[src/rtl/multicycle_ctrl_fsm.sv]
// Moore control FSM for the multicycle MIPS datapath: sequences register enables and mux selects.
// Optional MEM_WAIT_EN: FETCH/MEM_READ/MEM_WRITE stall until memReady.
module multicycle_ctrl_fsm #(
    parameter logic [5:0] OP_RTYPE = 6'b000000,
    parameter logic [5:0] OP_LW    = 6'b100011,
    parameter logic [5:0] OP_SW    = 6'b101011,
    parameter logic [5:0] OP_BEQ   = 6'b000100,
    parameter logic [5:0] OP_J     = 6'b000010,
    parameter logic [5:0] OP_ADDI  = 6'b001000
) (
    input  logic       CLK,
    input  logic       RST,
    input  logic [5:0] opcode,
    input  logic       memReady,
    output logic       PCWrite,
    output logic       PCWriteCond,
    output logic       IorD,
    output logic       MemRead,
    output logic       MemWrite,
    output logic       IRWrite,
    output logic       MemtoReg,
    output logic       RegDst,
    output logic       RegWrite,
    output logic       ALUSrcA,
    output logic [1:0] ALUSrcB,
    output logic [1:0] ALUOp,
    output logic [1:0] PCSource,
    output logic       illegalOp,
    output logic [3:0] state
);

    typedef enum logic [3:0] {
        S_FETCH     = 4'd0,
        S_DECODE    = 4'd1,
        S_MEM_ADDR  = 4'd2,
        S_MEM_READ  = 4'd3,
        S_MEM_WB    = 4'd4,
        S_MEM_WRITE = 4'd5,
        S_EXEC      = 4'd6,
        S_R_WB      = 4'd7,
        S_BRANCH    = 4'd8,
        S_JUMP      = 4'd9,
        S_ADDI_EXEC = 4'd10,
        S_ADDI_WB   = 4'd11
    } state_t;

    typedef struct packed {
        logic       pcw;
        logic       pcwc;
        logic       iord;
        logic       mrd;
        logic       mwr;
        logic       irw;
        logic       m2r;
        logic       rdst;
        logic       rw;
        logic       srca;
        logic [1:0] srcb;
        logic [1:0] aluop;
        logic [1:0] pcsrc;
    } ctl_t;

    state_t     st;
    state_t     nxt;
    ctl_t       ctl;
    logic [5:0] op_q;
    logic       fetch_go;

    function automatic ctl_t decode(input state_t s);
        ctl_t c;
        c = '0;
        case (s)
            S_FETCH:     begin c.pcw = 1'b1; c.mrd = 1'b1; c.irw = 1'b1; c.srcb = 2'd1; end
            S_DECODE:    c.srcb = 2'd3;
            S_MEM_ADDR:  begin c.srca = 1'b1; c.srcb = 2'd2; end
            S_MEM_READ:  begin c.mrd = 1'b1; c.iord = 1'b1; end
            S_MEM_WB:    begin c.rw = 1'b1; c.m2r = 1'b1; end
            S_MEM_WRITE: begin c.mwr = 1'b1; c.iord = 1'b1; end
            S_EXEC:      begin c.srca = 1'b1; c.aluop = 2'd2; end
            S_R_WB:      begin c.rw = 1'b1; c.rdst = 1'b1; end
            S_BRANCH:    begin c.srca = 1'b1; c.aluop = 2'd1; c.pcwc = 1'b1; c.pcsrc = 2'd1; end
            S_JUMP:      begin c.pcw = 1'b1; c.pcsrc = 2'd2; end
            S_ADDI_EXEC: begin c.srca = 1'b1; c.srcb = 2'd2; end
            S_ADDI_WB:   c.rw = 1'b1;
            default:     c = '0;
        endcase
        return c;
    endfunction

    always_comb begin
        nxt = S_FETCH;
        case (st)
`ifdef MEM_WAIT_EN
            S_FETCH:     nxt = memReady ? S_DECODE : S_FETCH;
            S_MEM_READ:  nxt = memReady ? S_MEM_WB : S_MEM_READ;
            S_MEM_WRITE: nxt = memReady ? S_FETCH  : S_MEM_WRITE;
`else
            S_FETCH:     nxt = S_DECODE;
            S_MEM_READ:  nxt = S_MEM_WB;
            S_MEM_WRITE: nxt = S_FETCH;
`endif
            S_DECODE: begin
                case (opcode)
                    OP_LW, OP_SW: nxt = S_MEM_ADDR;
                    OP_RTYPE:     nxt = S_EXEC;
                    OP_BEQ:       nxt = S_BRANCH;
                    OP_J:         nxt = S_JUMP;
                    OP_ADDI:      nxt = S_ADDI_EXEC;
                    default:      nxt = S_FETCH;
                endcase
            end
            S_MEM_ADDR: begin
                if (op_q == OP_LW)      nxt = S_MEM_READ;
                else if (op_q == OP_SW) nxt = S_MEM_WRITE;
                else                    nxt = S_FETCH;
            end
            S_EXEC:      nxt = S_R_WB;
            S_ADDI_EXEC: nxt = S_ADDI_WB;
            default:     nxt = S_FETCH;
        endcase
    end

    // Outputs are registered from the next-state decode so they line up with st.
    always_ff @(posedge CLK) begin
        if (RST) begin
            st   <= S_FETCH;
            ctl  <= decode(S_FETCH);
            op_q <= '0;
        end else begin
            st  <= nxt;
            ctl <= decode(nxt);
            if (st == S_DECODE) op_q <= opcode;
        end
    end

`ifdef MEM_WAIT_EN
    assign fetch_go = (st != S_FETCH) || memReady;
`else
    logic unused_memready;
    assign unused_memready = memReady;
    assign fetch_go = 1'b1;
`endif

    always_comb begin
        illegalOp = 1'b0;
        if (st == S_DECODE) begin
            case (opcode)
                OP_LW, OP_SW, OP_RTYPE, OP_BEQ, OP_J, OP_ADDI: illegalOp = 1'b0;
                default: illegalOp = 1'b1;
            endcase
        end
    end

    // PC/IR enables in FETCH are gated so the PC advances exactly once per fetch.
    assign PCWrite     = ctl.pcw & fetch_go;
    assign IRWrite     = ctl.irw & fetch_go;
    assign PCWriteCond = ctl.pcwc;
    assign IorD        = ctl.iord;
    assign MemRead     = ctl.mrd;
    assign MemWrite    = ctl.mwr;
    assign MemtoReg    = ctl.m2r;
    assign RegDst      = ctl.rdst;
    assign RegWrite    = ctl.rw;
    assign ALUSrcA     = ctl.srca;
    assign ALUSrcB     = ctl.srcb;
    assign ALUOp       = ctl.aluop;
    assign PCSource    = ctl.pcsrc;
    assign state       = st;

endmodule

[config.mk]
export PLATFORM = sky130hd
export DESIGN_NAME = multicycle_ctrl_fsm
export DESIGN_NICKNAME = d
export VERILOG_FILES = /design/src/rtl/multicycle_ctrl_fsm.sv
export SDC_FILE = /design/constraint.sdc
export NUM_CORES = 1
export LEC_CHECK = 0
export ABC_AREA = 1
export BUFFER_PORTS_ARGS = -buffer_cell sky130_fd_sc_hd__buf_2
export CAP_MARGIN = 20
export CORE_MARGIN = 8
export CORE_UTILIZATION = 35
export CTS_BUF_LIST = sky130_fd_sc_hd__clkbuf_4 sky130_fd_sc_hd__clkbuf_8
export CTS_CLUSTER_DIAMETER = 100
export DETAILED_ROUTE_END_ITERATION = 6
export PLACE_DENSITY = 0.62
export SYNTH_ARGS = -nofsm -noshare
export SYNTH_HDL_FRONTEND = slang
export SYNTH_SLANG_ARGS = --single-unit
[constraint.sdc]
create_clock -name CLK -period 2 [get_ports CLK]
set_input_delay 0.3 -clock CLK [delete_from_list [all_inputs] [get_ports CLK]]
set_output_delay 0.3 -clock CLK [all_outputs]
set_load 0.01 [all_outputs]
# ---- After elaboration in Yosys (flattened, before gate mapping)
# Cells that the tools add are included.
dict set report totals {
  register_bits 26
  input_bits 9
  output_inout_bits 21
  elab_cells 68
}
dict set report classes {
  n_eq_ne 23
  muxes 19
  n_reduce_logical 11
}
# cell n
set op_table {}
lappend op_table {{equality test 6 bit (second input constant)} 4}
lappend op_table {{case mux 4 bit (6 select lines)} 1}
lappend op_table {{equality test 4 x 3 -> 1 bit (second input constant)} 5}
lappend op_table {{equality test 4 bit (second input constant)} 5}
lappend op_table {{case mux 4 bit (5 select lines)} 1}
lappend op_table {{equality test 4 x 2 -> 1 bit (second input constant)} 4}
lappend op_table {{two-way mux 1 bit} 12}
lappend op_table {{OR reduction 2 bit} 5}
lappend op_table {{equality test 4 x 1 -> 1 bit (second input constant)} 2}
lappend op_table {{logical NOT 4 bit} 2}
lappend op_table {{case mux 2 bit (2 select lines)} 2}
lappend op_table {{equality test 6 x 2 -> 1 bit (second input constant)} 1}
lappend op_table {{equality test 6 x 3 -> 1 bit (second input constant)} 1}
lappend op_table {{equality test 6 x 4 -> 1 bit (second input constant)} 1}
lappend op_table {{logical NOT 6 bit} 1}
lappend op_table {{two-way mux 3 bit} 2}
lappend op_table {{case mux 2 bit (3 select lines)} 1}
lappend op_table {{OR reduction 6 bit} 1}
lappend op_table {{OR reduction 4 bit} 1}
lappend op_table {{OR reduction 3 bit} 1}

# ---- Longest topological paths before layout
# Gate-level depths: netlist (run 1).
dict set report depth {
  ltp_word 7
  depth_mapped 10
  depth_no_buf 10
}

# ---- Worst setup path before layout (run 1)
# OpenSTA, ideal clock, no wires.
dict set report synth_timing {
  kind {reg2out}
  start {register st[0] (netlist: state[0])}
  end {output illegalOp}
  arrival_ps 981
  t_required_ps 1700
  setup_slack_ps 719
  path_stages_with_launch 5
  n_path_buf 0
  cell_sequence {dfxtp_1 inv_2 nor2_2 nand2_4 nor3_1}
}
dict set report synth_via {
  elab_chain_cells 2
}
# element line_no
set synth_lines {}
lappend synth_lines {{start: declaration} 63} ;# state_t st;
lappend synth_lines {{start signal: assignment} 130} ;# st <= nxt;
lappend synth_lines {{equality test 4 x 1 -> 1 bit} 146} ;# if (st == S_DECODE) begin
lappend synth_lines {{two-way mux 1 bit} 146}
lappend synth_lines {{end: declaration} 28} ;# output logic illegalOp,
# Every way passes these cells.

# ---- Worst setup path in the final report (run 1)
dict set report layout_timing {
  start {register st[2] (netlist: state[2])}
  end {output illegalOp}
}
# The elaborated chain is that of the path after synthesis.

==> results of run 1 <==
[final timing paths]
kind / start / endpoint / slack, ns
worst min-delay path: opcode[1] / op_q[1] / 0.27
worst max register to register: state[2] / PCWrite / 0.60
worst min register to register: op_q[4] / op_q[4] / 0.48
worst max-delay path: state[2] / illegalOp / 0.32
[power groups by stage]
stage | combinational [mW] | sequential (mW) | clock, mW
final | 0.109 | 0.528 | 0.235
after global routing | 0.124 | 0.531 | 0.263
after CTS | 0.110 | 0.528 | 0.244
after detailed placement | 0.110 | 0.539 | 0
after global placement | 0.107 | 0.539 | 0
after floorplan | 0.0682 | 0.545 | 0
[layout by cell type, fill, tap and decap left out, drive strengths merged]
cell type,instances
buf,28
nand2,28
nor2,26
dfxtp,25
inv,22
nand3,17
o21ai,6
a21oi,5
clkbuf,4
nand4,2
nor3,2
nand3b,1
a211oi,1
a31oi,1
[flip-flops by register name, indices dropped and copies added (netlist names)]
name      cells
PCSource      2
ALUSrcB       2
op_q          6
IorD          1
state         4
ALUSrcA       1
IRWrite       1
MemtoReg      1
RegDst        1
MemWrite      1
PCWrite       1
ALUOp         2
MemRead       1
RegWrite      1
[worst max-delay path: cells and delay by family, from the launching register on]
family	cells	cell delay [ns]
buffers and inverters	1	0.16
DFF	1	0.38
and+or+nand+nor	3	0.52
[per-stage QoR]
stage	hold WS (ns)	area, µm²
5_1_grt	0.252	1250
3_5_place_dp	0.455	1220
2_1_floorplan	0.429	1060
3_3_place_gp	0.444	1220
4_1_cts	0.257	1250
6_report	0.268	1250
[cells in the mapped netlist]
master,number
nand3_1,14
dfxtp_1,25
nand3b_1,1
a21oi_1,4
buf_2,1
inv_1,19
nor3_1,2
nand2_1,22
nand3_2,3
nand2_4,2
o21ai_0,6
a21oi_2,1
a211oi_1,1
nor2_1,17
nand2_2,4
nor2_2,9
a31oi_1,1
buf_4,2
nand4_1,2
inv_4,1
inv_2,2
[metal layers]
| metal | vias to the layer above | GRT usage (%) | share of wire [%] |
|---|---|---|---|
| met3 | 4 | 2.68 | 6.4 |
| li1 | 496 | - | - |
| met4 | 0 | 4.85 | 2.0 |
| met5 | - | 0 | 0 |
| met2 | 20 | 16.3 | 46 |
| met1 | 393 | 10.2 | 45 |
[area by class of cell]
cell class / count / area share [%]
Inverter: 22 / 6.81
Timing Repair Buffer: 28 / 11.2
Multi-Input combinational cell: 89 / 36.2
Tap cell: 33 / 3.30
Clock buffer: 4 / 2.40
Sequential cell: 25 / 40.0
[logic make-up after synthesis]
| logic type | synth area share (%) |
|---|---|
| and+or+nand+nor | 35.9 |
| DFF | 47.3 |
| buffers and inverters | 9.93 |
| AOI/OAI and AO/OA | 6.86 |
==> key figures, run 1 <==
Run status
  – Status: finished clean

Placed design
  – IO Port Bufs: 28
  – Placed insts: 197
  – Worst slack at placement: 0.580 ns
  – DP HPWL: 1920 µm
  – Final weighted congestion in routability-driven placement: 0.808

Clock tree
  – Cts hold-fix bufs: 0
  – Clock latency on the worst-skew pair: 0.32 ns
  – CTS H-Tree Depth: 1
  – Post-cts sizing count: 0
  – Max Buffers Root-to-Sink: 2
  – TritonCTS Sinks: 25
  – CTS tree: yes
  – Root Buffer: clkbuf_4
  – TritonCTS buffer count: 3
  – Post-CTS setup buffers: 0
  – Worst-path clk slew: 0.13 ns

Critical path
  – Critical Path End Type: output port
  – Slowest stage cell, crit path: dfxtp_1
  – Slowest stage delay, CP: 0.38 ns
  – Worst Path Arrival: 1.38 ns
  – Crit Path Category: reg2out
  – Crit-path cells: nor2_2, nand2_4, nor3_1, buf_2
  – Required @ worst endpoint: 1.70 ns
  – Worst setup SP type: flip-flop
  – Path depth of the worst reg2reg path: 8
  – CP Max Fanout: 7

Finish
  – Fin util: 42.3%
  – Fill cells: 332
  – Fin cells: 201
  – FF+latch area: 500 µm²
  – Inserted Diodes: 0
  – Area Overhead vs Synth: 18.1%
  – Fin nets: 178
  – Footprint of the multi-input gates: 453 µm²
  – Share of layout cells above drive strength 1: 32.1%

Timing
  – RSZ-0062 raised after global routing: no
  – Slew Limit Fails: 0
  – Setup-failing EPs final: 0
  – Worst Skew: 0.00357 ns
  – Setup TNS: 0 ns
  – Final hold violation count: 0
  – Final min period: 1.68 ns
  – Slew margin rel.: 79.5%
  – Slew @ Worst Pin: 0.306 ns
  – Fmax: 595 MHz
  – Setup WS post-layout: 0.318 ns
  – Final worst path period share: 84.1%

Global route
  – Initial antenna violation count: 0
  – Vias in the first global route: 902
  – Largest net degree at the start of global routing: 14
  – First-pass GRT wire length: 3900 µm
  – Overall Global Routing Usage: 9.43%
  – Grt total ovfl: 0

Route
  – Initial drt markers: 19
  – Vias per inst: 4.54
  – Vias: 913
  – Avg WL per Cell: 11.3 µm
  – Initial DRT Pass Iterations: 4
  – Drt total wl: 2280 µm
  – ANT nets after route: 0
  – Remaining DRCs: 0

Synth
  – Post-synth net total: 148
  – Cell area after synthesis: 0.00106 mm²
  – Cell variety after synth: 21
  – Syn_area_per_cell: 7.62 µm²
  – Synthesis Warnings: 0
  – Synth Register Bits: 25
  – Top cell type's share of synthesized area: 47.3%
  – Dominant cells by area after synthesis: dfxtp_1 (47%), nand2_1 (7.8%), inv_1 (6.7%)
  – Cell taking the most area after synthesis: dfxtp_1
  – Sequential share of the synthesized area: 47.3%
  – Post-synthesis cell count: 139

Power
  – Leak Pwr: 0.702 nW
  – Comb pwr share: 12.5%
  – Final Power: 0.871 mW
  – Max IR drop VDD: 0.000218 V
  – Clock share of power: 27.0%
  – Net Sw Frac: 25.4%
  – PD cells: 697 mW/mm²
  – Net Sw Power: 0.221 mW
  – Internal power: 0.650 mW
  – Fraction of power consumed by sequential logic: 60.6%

Job
  – Max Cap Viol: 0

Die
  – Starting density of the core: 35.8%
  – Chip Width: 71.0 µm
  – Die Ht: 71.0 µm
  – DIE AREA: 0.00504 mm²
  – Cell row count: 20
  – Floorplan Core Area: 0.00295 mm²
  – IO Count: 30

Worst hold path
  – Min-Delay Path Class: in2reg
  – Hold Path Stages: 3
No activity file was read; power rests on OpenSTA's default activity.
==> run 2: changes to the inputs <==
--- a/config.mk
+++ b/config.mk
@@ -13,7 +13,7 @@
 export CTS_BUF_LIST = sky130_fd_sc_hd__clkbuf_4 sky130_fd_sc_hd__clkbuf_8
 export CTS_CLUSTER_DIAMETER = 100
 export DETAILED_ROUTE_END_ITERATION = 6
-export PLACE_DENSITY = 0.62
+export PLACE_DENSITY = 0.65
 export SYNTH_ARGS = -nofsm -noshare
 export SYNTH_HDL_FRONTEND = slang
 export SYNTH_SLANG_ARGS = --single-unit
==> constraint.sdc (replaced) <==
create_clock -name CLK -period 1.4 [get_ports CLK]
set_input_delay 0.21 -clock CLK [delete_from_list [all_inputs] [get_ports CLK]]
set_output_delay 0.21 -clock CLK [all_outputs]
set_load 0.01 [all_outputs]
==> key figures, run 2 (synthesis results as in run 1) <==
Global route
  – Overall Global Routing Usage: 9.61%
  – Largest net degree at the start of global routing: 15
  – First-pass GRT wire length: 4020 µm
  – Grt total ovfl: 0
  – Initial antenna violation count: 0
  – Vias in the first global route: 968

Finish
  – Fin cells: 211
  – Final Cell Area: 0.00143 mm²
  – Reg with most FFs: op_q
  – Fin nets: 188
  – Max reg flops: 6
  – Most common cell after layout, fill and taps aside: buf_2
  – Commonest non-fill, non-tap cells in the layout: buf_2 (28), dfxtp_1 (21), inv_1 (18)
  – Share of layout cells above drive strength 1: 47.2%
  – Inserted Diodes: 0
  – Area Overhead vs Synth: 34.9%

Timing
  – Fmax: 713 MHz
  – Hold slack: 0.163 ns
  – Slew Limit Fails: 0
  – Slew @ Worst Pin: 0.338 ns
  – Worst Skew: 0.00168 ns
  – Final min period: 1.40 ns
  – Final hold violation count: 0
  – Setup TNS: -0.00267 ns
  – RSZ-0062 raised after global routing: yes
  – Final worst path period share: 100%
  – Slew margin rel.: 77.4%
  – Setup-failing EPs final: 1
  – Setup WS post-layout: -0.00267 ns

Clock tree
  – Max Buffers Root-to-Sink: 2
  – CTS H-Tree Depth: 1
  – Clock latency on the worst-skew pair: 0.32 ns
  – Root Buffer: clkbuf_4
  – Worst-path clk slew: 0.13 ns
  – TritonCTS buffer count: 3
  – Cts hold-fix bufs: 0
  – CTS tree: yes
  – TritonCTS Sinks: 25

Critical path
  – Worst setup SP type: flip-flop
  – Critical R2R Launch: state[2]
  – Worst setup path start: state[2]
  – Required @ worst endpoint: 1.19 ns
  – Worst Path Arrival: 1.19 ns
  – Crit Path Category: reg2out
  – Critical Path End Type: output port
  – CP Max Fanout: 4

Route
  – Remaining DRCs: 0
  – ANT nets after route: 0
  – Vias per inst: 4.72
  – Met1 Wirelength: 1050 µm
  – Met3 routed wirelength: 157 µm
  – Avg WL per Cell: 12.0 µm
  – Initial drt markers: 31
  – Vias: 996
  – Met2 wire length: 1250 µm
  – Top routing layer in use: met4
  – Drt total wl: 2530 µm
  – Initial DRT Pass Iterations: 4

Power
  – Fraction of power consumed by sequential logic: 59.6%
  – Leak Pwr: 0.768 nW
  – PD cells: 881 mW/mm²
  – Comb pwr share: 14.8%
  – Clock share of power: 25.5%
  – Net Sw Frac: 27.1%
  – Net Sw Power: 0.341 mW
  – Max IR drop VDD: 0.000323 V
  – Internal power: 0.917 mW

Worst hold path
  – Min-Delay Path Class: in2reg
  – Worst Hold Launch: opcode[1]

Job
  – Max Cap Viol: 0

Die
  – Floorplan Core Area: 0.00295 mm²
  – Chip Width: 71.0 µm
  – Cell row count: 20
  – DIE AREA: 0.00504 mm²
  – IO Count: 30
  – Die Ht: 71.0 µm
  – Starting density of the core: 35.8%

Placed design
  – Worst slack at placement: 0.0573 ns
  – Placement Cell Area: 0.00123 mm²
  – IO Port Bufs: 28
  – Final weighted congestion in routability-driven placement: 0.834
  – DP HPWL: 1850 µm
  – Placed insts: 199

Run status
  – Failing checks: setup timing
  – Status: finished, violations left
## run 2: changes by cell type in the layout (fill, tap and decap cells not counted), sizes merged
cell	change
buf	+10
clkbuf	-1
clkinv	+1
## run 2: worst paths after layout
path	endpoint	slack (ns)	depth (start not counted)
worst max-delay path	illegalOp	-0.003	4
worst max register to register	ALUSrcB[0]	0.06	9
worst min register to register	op_q[4]	0.48	2
worst min-delay path	op_q[1]	0.16	3
## run 2: area by class of cell
| type | count | area (µm²) |
|---|---|---|
| fillers | 286 | 1530 |
| multi-input cells | 89 | 543 |
| flip-flops and latches | 25 | 513 |
| repair buffers | 38 | 215 |
| inverters | 22 | 87.6 |
| well taps | 33 | 41.3 |
| clock buffers | 3 | 22.5 |
| clock inverters | 1 | 5.00 |
## run 2: worst max-delay path, cell delays in order, from the launching register on
cell,delay [ns]
dfxtp_4,0.39
nor2_4,0.14
nand2_4,0.06
nor3_2,0.14
buf_2,0.15
## run 2: metrics by stage
stage | power (mW) | utilization (%)
floorplan | 0.875 | -
global placement | 0.924 | 41.8
detailed placement | 0.929 | 41.8
CTS | 1.25 | 44.4
global route | 1.31 | 48.3
finish | 1.26 | 48.3
## run 2: what timing repair did
item,4_1_cts,5_1_grt
pin swaps,4,8
gates resized for setup,6,24
buffers inserted,4,4
setup endpoints to repair,1,12
endpoints found under the hold margin,0,0
## run 2: routing by layer
| metal | global-route usage (%) | up-vias |
|---|---|---|
| met5 | 0 | - |
| met4 | 5.54 | 0 |
| met3 | 2.68 | 7 |
| met2 | 16.7 | 27 |
| met1 | 10.1 | 449 |
| li1 | - | 513 |
## run 2: power by group through the flow
stage	Sequential [mW]	Clock, mW	Combinational [mW]
after CTS	0.756	0.322	0.175
after floorplan	0.778	0	0.0974
after detailed placement	0.772	0	0.158
after global placement	0.770	0	0.154
final	0.750	0.321	0.187
after global routing	0.753	0.349	0.209
